**src/rtl/hue_fade_pwm_if.sv**
```systemverilog
// Purpose: bundles the control inputs and LED/debug outputs of hue_fade_pwm.
// Latency: none, this is wiring only.
// Backpressure: none; enable/restart are levels/pulses, outputs are free-running.
// Ports: enable, restart (driven by master); pwm_out, level, seg, seg_wrap (driven by slave).
interface hue_fade_pwm_if #(
    parameter int NUM_CH       = 3,
    parameter int PWM_INTERVAL = 1200
);
    localparam int LVL_W = $clog2(PWM_INTERVAL + 1);
    localparam int SEG_W = $clog2(2 * NUM_CH);

    logic                      enable;
    logic                      restart;
    logic [NUM_CH-1:0]         pwm_out;
    logic [NUM_CH*LVL_W-1:0]   level;
    logic [SEG_W-1:0]          seg;
    logic                      seg_wrap;

    modport master (
        output enable, restart,
        input  pwm_out, level, seg, seg_wrap
    );

    modport slave (
        input  enable, restart,
        output pwm_out, level, seg, seg_wrap
    );
endinterface

```
**src/rtl/hue_fade_pwm.sv**
```systemverilog
// Purpose: multi-channel colour-wheel fader with per-channel PWM and period-aligned duty shadowing.
// Latency: level follows seg/step combinationally; a new level reaches pwm_out at the next PWM period start.
// Backpressure: none; enable=0 freezes the animation while PWM keeps running.
// Ports: clk, reset (sync, active-high); bus.enable, bus.restart in;
//        bus.pwm_out, bus.level, bus.seg, bus.seg_wrap out.
module hue_fade_pwm #(
    parameter int NUM_CH        = 3,
    parameter int PWM_INTERVAL  = 1200,
    parameter int STEP_INTERVAL = 12000,
    parameter int STEPS         = 200
) (
    input  logic          clk,
    input  logic          reset,
    hue_fade_pwm_if.slave bus
);
    localparam int INC     = PWM_INTERVAL / STEPS;
    localparam int TOP     = INC * STEPS;
    localparam int NUM_SEG = 2 * NUM_CH;
    localparam int LVL_W   = $clog2(PWM_INTERVAL + 1);
    localparam int SEG_W   = $clog2(NUM_SEG);
    localparam int PRE_W   = (STEP_INTERVAL > 1) ? $clog2(STEP_INTERVAL) : 1;
    localparam int STEP_W  = $clog2(STEPS);
    localparam int CNT_W   = $clog2(PWM_INTERVAL);

    localparam logic [PRE_W-1:0]  PRE_LAST  = PRE_W'(STEP_INTERVAL - 1);
    localparam logic [STEP_W-1:0] STEP_LAST = STEP_W'(STEPS - 1);
    localparam logic [SEG_W-1:0]  SEG_LAST  = SEG_W'(NUM_SEG - 1);
    localparam logic [CNT_W-1:0]  CNT_LAST  = CNT_W'(PWM_INTERVAL - 1);
    localparam logic [LVL_W-1:0]  INC_L     = LVL_W'(INC);
    localparam logic [LVL_W-1:0]  TOP_L     = LVL_W'(TOP);
    localparam logic [SEG_W:0]    NSEG_X    = (SEG_W + 1)'(NUM_SEG);
    localparam logic [SEG_W-1:0]  NCH_S     = SEG_W'(NUM_CH);

    logic [PRE_W-1:0]        presc;
    logic [STEP_W-1:0]       step;
    logic [SEG_W-1:0]        seg;
    logic                    seg_wrap;
    logic [CNT_W-1:0]        pwm_cnt;
    logic [LVL_W-1:0]        shadow [NUM_CH];
    logic [NUM_CH*LVL_W-1:0] level;
    logic [NUM_CH-1:0]       pwm;
    logic                    tick;
    logic [LVL_W-1:0]        ramp;

    assign tick = bus.enable && (presc == PRE_LAST);
    // (STEPS-1)*INC < TOP <= PWM_INTERVAL, so neither ramp nor TOP-ramp can wrap.
    assign ramp = LVL_W'(step) * INC_L;

    // Animation position: prescaler -> step -> segment. Restart wins over a coincident tick.
    always_ff @(posedge clk) begin
        if (reset) begin
            presc    <= '0;
            step     <= '0;
            seg      <= '0;
            seg_wrap <= 1'b0;
        end else begin
            seg_wrap <= 1'b0;
            if (bus.restart) begin
                presc <= '0;
                step  <= '0;
                seg   <= '0;
            end else if (bus.enable) begin
                presc <= tick ? '0 : presc + 1'b1;
                if (tick) begin
                    if (step == STEP_LAST) begin
                        step <= '0;
                        if (seg == SEG_LAST) begin
                            seg      <= '0;
                            seg_wrap <= 1'b1;
                        end else begin
                            seg <= seg + 1'b1;
                        end
                    end else begin
                        step <= step + 1'b1;
                    end
                end
            end
        end
    end

    // Free-running PWM period; duties are captured only on the last count so a
    // period never sees a mid-way duty change.
    always_ff @(posedge clk) begin
        if (reset) begin
            pwm_cnt <= '0;
            for (int k = 0; k < NUM_CH; k++) shadow[k] <= '0;
        end else if (pwm_cnt == CNT_LAST) begin
            pwm_cnt <= '0;
            for (int k = 0; k < NUM_CH; k++) shadow[k] <= level[k*LVL_W +: LVL_W];
        end else begin
            pwm_cnt <= pwm_cnt + 1'b1;
        end
    end

    for (genvar k = 0; k < NUM_CH; k++) begin : g_ch
        // Channel k runs 2k segments behind channel 0; offset stored mod NUM_SEG.
        localparam logic [SEG_W:0] OFS = (SEG_W + 1)'((NUM_SEG - 2 * k) % NUM_SEG);
        logic [SEG_W:0]   sum;
        logic [SEG_W-1:0] rel;
        logic [LVL_W-1:0] lvl;

        assign sum = {1'b0, seg} + OFS;
        assign rel = (sum >= NSEG_X) ? SEG_W'(sum - NSEG_X) : SEG_W'(sum);

        always_comb begin
            lvl = '0;
            if (rel == '0)         lvl = ramp;
            else if (rel < NCH_S)  lvl = TOP_L;
            else if (rel == NCH_S) lvl = TOP_L - ramp;
        end

        assign level[k*LVL_W +: LVL_W] = lvl;
        assign pwm[k] = LVL_W'(pwm_cnt) < shadow[k];
    end

    assign bus.level    = level;
    assign bus.pwm_out  = pwm;
    assign bus.seg      = seg;
    assign bus.seg_wrap = seg_wrap;
endmodule

```
**src/flat_wrapper.sv**
```systemverilog
// flat-port wrapper written by rule: the top's interface ports become plain ports
module hue_fade_pwm_flat 
#(
    parameter int NUM_CH        = 3,
    parameter int PWM_INTERVAL  = 1200,
    parameter int STEP_INTERVAL = 12000,
    parameter int STEPS         = 200
)
  (clk, reset, bus_enable, bus_restart, bus_pwm_out, bus_level, bus_seg, bus_seg_wrap);
  hue_fade_pwm_if #(.NUM_CH(NUM_CH), .PWM_INTERVAL(PWM_INTERVAL)) bus_i ();
  input  logic clk;
  input  logic reset;
  input wire logic [$bits(bus_i.enable)-1:0] bus_enable;
  input wire logic [$bits(bus_i.restart)-1:0] bus_restart;
  output wire logic [$bits(bus_i.pwm_out)-1:0] bus_pwm_out;
  output wire logic [$bits(bus_i.level)-1:0] bus_level;
  output wire logic [$bits(bus_i.seg)-1:0] bus_seg;
  output wire logic [$bits(bus_i.seg_wrap)-1:0] bus_seg_wrap;
  assign bus_i.enable = bus_enable;
  assign bus_i.restart = bus_restart;
  assign bus_pwm_out = bus_i.pwm_out;
  assign bus_level = bus_i.level;
  assign bus_seg = bus_i.seg;
  assign bus_seg_wrap = bus_i.seg_wrap;
  hue_fade_pwm #(.NUM_CH(NUM_CH), .PWM_INTERVAL(PWM_INTERVAL), .STEP_INTERVAL(STEP_INTERVAL), .STEPS(STEPS)) u_core (.clk(clk), .reset(reset), .bus(bus_i));
endmodule
```
**config.mk**
```make
export PLATFORM = sky130hd
export DESIGN_NAME = hue_fade_pwm_flat
export DESIGN_NICKNAME = d
export VERILOG_FILES = /design/src/rtl/hue_fade_pwm_if.sv /design/src/rtl/hue_fade_pwm.sv /design/src/flat_wrapper.sv
export SDC_FILE = /design/constraint.sdc
export NUM_CORES = 1
export LEC_CHECK = 0
export CORE_ASPECT_RATIO = 1.75
export CORE_UTILIZATION = 60
export DETAILED_ROUTE_END_ITERATION = 16
export MAX_ROUTING_LAYER = met4
export PLACE_DENSITY = 0.83
export SYNTH_ARGS = -nofsm -noshare
export SYNTH_HDL_FRONTEND = slang
export SYNTH_SLANG_ARGS = --single-unit
```
**constraint.sdc**
```tcl
create_clock -name clk -period 6.5 [get_ports clk]
set_input_delay 1.3 -clock clk [delete_from_list [all_inputs] [get_ports clk]]
set_output_delay 1.3 -clock clk [all_outputs]
set_load 0.05 [all_outputs]
```
==> impl_results.md <==
* Layout Utilization at between 70% and 80%
* CP delay by family, top: compound AO/OA/AOI/OAI gates
* CP dominant cell by count: xor2_1
* FMAX at approximately 0.19 GHz
* Via density at approximately 6.0
* Clk_lat worst skew at about 0.34 ns
* CORE AREA at about 7300 µm²
* Yosys reg bits at 67
* Area occupied by multi-input gates at roughly 2700 µm²
* Total Wirelength at around 12 mm
* Synth top cells by count: nor2_1, ha_1, inv_1
* Setup_tns at 0 ns
* Final-report hold violation count at 0
* I/O Pins at 44
* WP buf/inv at 1
* Layout area overhead at 16.2%
* Slew headroom at roughly half
* Count leader, synth: nor2_1
* Synth async-reset ratio at 0%
* Inserted Clock Buffers at 9
* CTS tree: done
* Syn avg cell area at between 8 and 9 µm²
* Status: completed
* Global-route wire length before repair at approximately 18 mm
* Final setup violation count at 0
* Post-Syn Instances at roughly 510
* Setup repair bufs after CTS at 0
* Pwr dens at about 190 nW/µm²
* Top_reg_cell synth: dfxtp_1
* Critical Path Fanout Max at 5
* Routed len/inst at 18.1 µm
* Grt ovf at 0
* Share of layout cells above drive strength 1 at roughly 5.8%
* Worst EP required at 5.20 ns
* Antenna diodes at 0
* Worst setup path class: reg2out
* Critical Path Slowest Stage Cell: clkdlybuf4s50_1
* Mapped Area at around 4600 µm²
* Vias in the first global route at between 3000 and 4000
* Synth warnings at 0
* CTS clk-pin slew, worst paths at ~0.05 ns
* Startpoint class of the critical path: flop
* RSZ-0062 raised after global routing: no
* Port bufs at 40
* Synth top area share at between 15 and 20%
* Initial Util at 62.6%
* Post-route DRC at 0
* H-tree depth at 3
* CP endpoint kind: output pin
* Final period util at about 80%
* Die Height at about 120 µm
* First-pass DRT Iterations at 5
* Register area at between 1500 and 2000 µm²
* Area leader, netlist: edfxtp_1
* Clock Skews at roughly 0.0045 ns
* CP cell instances: ha_1, a211o_1, a31oi_1, xor2_1, and2_4, xor2_1, a221oi_1, clkdlybuf4s50_1
* DRT iter0 DRCs at 173
* Cts hold-fix bufs at 0
* Max incr delay on CP at approximately 0.9 ns
* Post-cts sizing count at 0
* Worst endpoint data arrival time at 3.84 ns
* DRT antenna net count at 0
* Final Critical Period at between 5 and 6 ns
* NumNets Final at 595
* Clock Tree Buf Depth at 2
* Total clock sinks at 67
* VDD IR-drop max at 0.169 mV
* Yosys cell types at between 50 and 60
* Dpl hpwl at 8.83 mm
* Fillers at ~550
* Row count at 41
* Max Cap Viol at 0
* Area contributors post-synth: edfxtp_1, dfxtp_1, ha_1
* Worst Hold Class: reg2reg
* Post-synth EDFFs at 30
* Slew Viols, Final at 0
* Final Cell Area at around 5300 µm²
* Clock root cell: clkbuf_16
* Placed inst area at approximately 5000 µm²
* Antenna violations before repair at 0
* Die Area at 7970 µm²
* Static Leak at slightly above 2 nW
* Part of the Yosys area used for sequential elements at 36.0%
* Vias at approximately 3800
* GP Congestion at about 0.98
* Worst-Margin Slew at 0.755 ns
* Largest net degree at the start of global routing at 37
* Die X at a little under 70 µm
* Gr usage total at around a third
[placed cells by master, fill, tap and decap left out, drive strengths merged, types with 3 or more instances in the layout]
cell type,synthesis,final
a31oi,3,3
and2,3,3
nor3b,6,6
a221oi,6,6
edfxtp,30,30
a22oi,5,5
nor4,9,9
nor2,63,63
a21o,8,8
a311oi,3,3
or2,7,7
nand2b,11,11
o21ai,20,20
clkbuf,15,11
xnor2,26,26
nand2,27,27
inv,44,44
nor2b,6,6
and3,3,3
nor3,18,18
dfxtp,37,37
o21a,4,4
clkdlybuf4s50,0,40
a21oi,25,25
nand3,17,17
a211oi,9,9
nand4,7,7
o21bai,3,3
xor2,22,22
conb,1,3
ha,46,46
[worst paths after layout]
check                   endpoint  cells after the start  slack, ns              start
min            u_core.pwm_cnt[0]                      1       0.47  u_core.pwm_cnt[0]
max                 bus_level[7]                      8       1.36     u_core.step[1]
min reg2reg    u_core.pwm_cnt[0]                      1       0.47  u_core.pwm_cnt[0]
max reg2reg  u_core.shadow[0][7]                      8       3.49     u_core.step[1]
[kinds of logic (layout without fill, tap and decap cells)]
family,after synthesis,count (layout),share of synthesized area (%)
AND/OR/NAND/NOR,184,184,20.6
AO/OA/AOI/OAI,99,99,15.2
flip-flops,67,67,36.0
buffers and inverters,66,101,5.84
XOR/XNOR,48,48,9.21
adder cells (fa/ha/maj),46,46,12.6
multiplexers,2,2,0.439
other,1,3,0.0822
[state kept, by name, indices dropped and copies added (netlist names)]
register,cells
u_core.bus.seg,3
u_core.bus.seg_wrap,1
u_core.presc,14
u_core.pwm_cnt,11
u_core.shadow,30
u_core.step,8
[per-layer routing]
metal / routed length [µm] / up-vias / track usage [%]
met5: 0 / - / -
met4: 639 / 0 / 21.5
met3: 473 / 46 / 6.71
met1: 4120 / 1788 / 29.3
li1: - / 1866 / -
met2: 6270 / 129 / 53.9
[power by group]
part | switching [mW] | internal (mW) | total (mW)
Sequential | 0.00450 | 0.448 | 0.452
Combinational | 0.0239 | 0.0131 | 0.0370
Clock | 0.177 | 0.344 | 0.521
Total | 0.205 | 0.805 | 1.01
[area by class of cell]
| type | instances | share of cell area (%) |
|---|---|---|
| timing repair buffer | 41 | 7.69 |
| clock buffer | 11 | 4.58 |
| tap | 86 | 2.03 |
| clock inverter | 5 | 1.44 |
| sequential | 67 | 31.0 |
| inverter | 44 | 3.11 |
| multi-input combinational | 382 | 50.2 |
[through the flow]
stage               hold slack (ns)  worst slack (ns)  power, mW  instances
finish                        0.470              1.36       1.01        636
global route                  0.516              1.21       1.04        636
CTS                           0.480              1.40       1.02        636
detailed placement            0.467              1.80      0.498        620
global placement              0.440              1.85      0.495        620
floorplan                     0.426              1.91      0.488        515
Power figures use the tool's default switching activity.
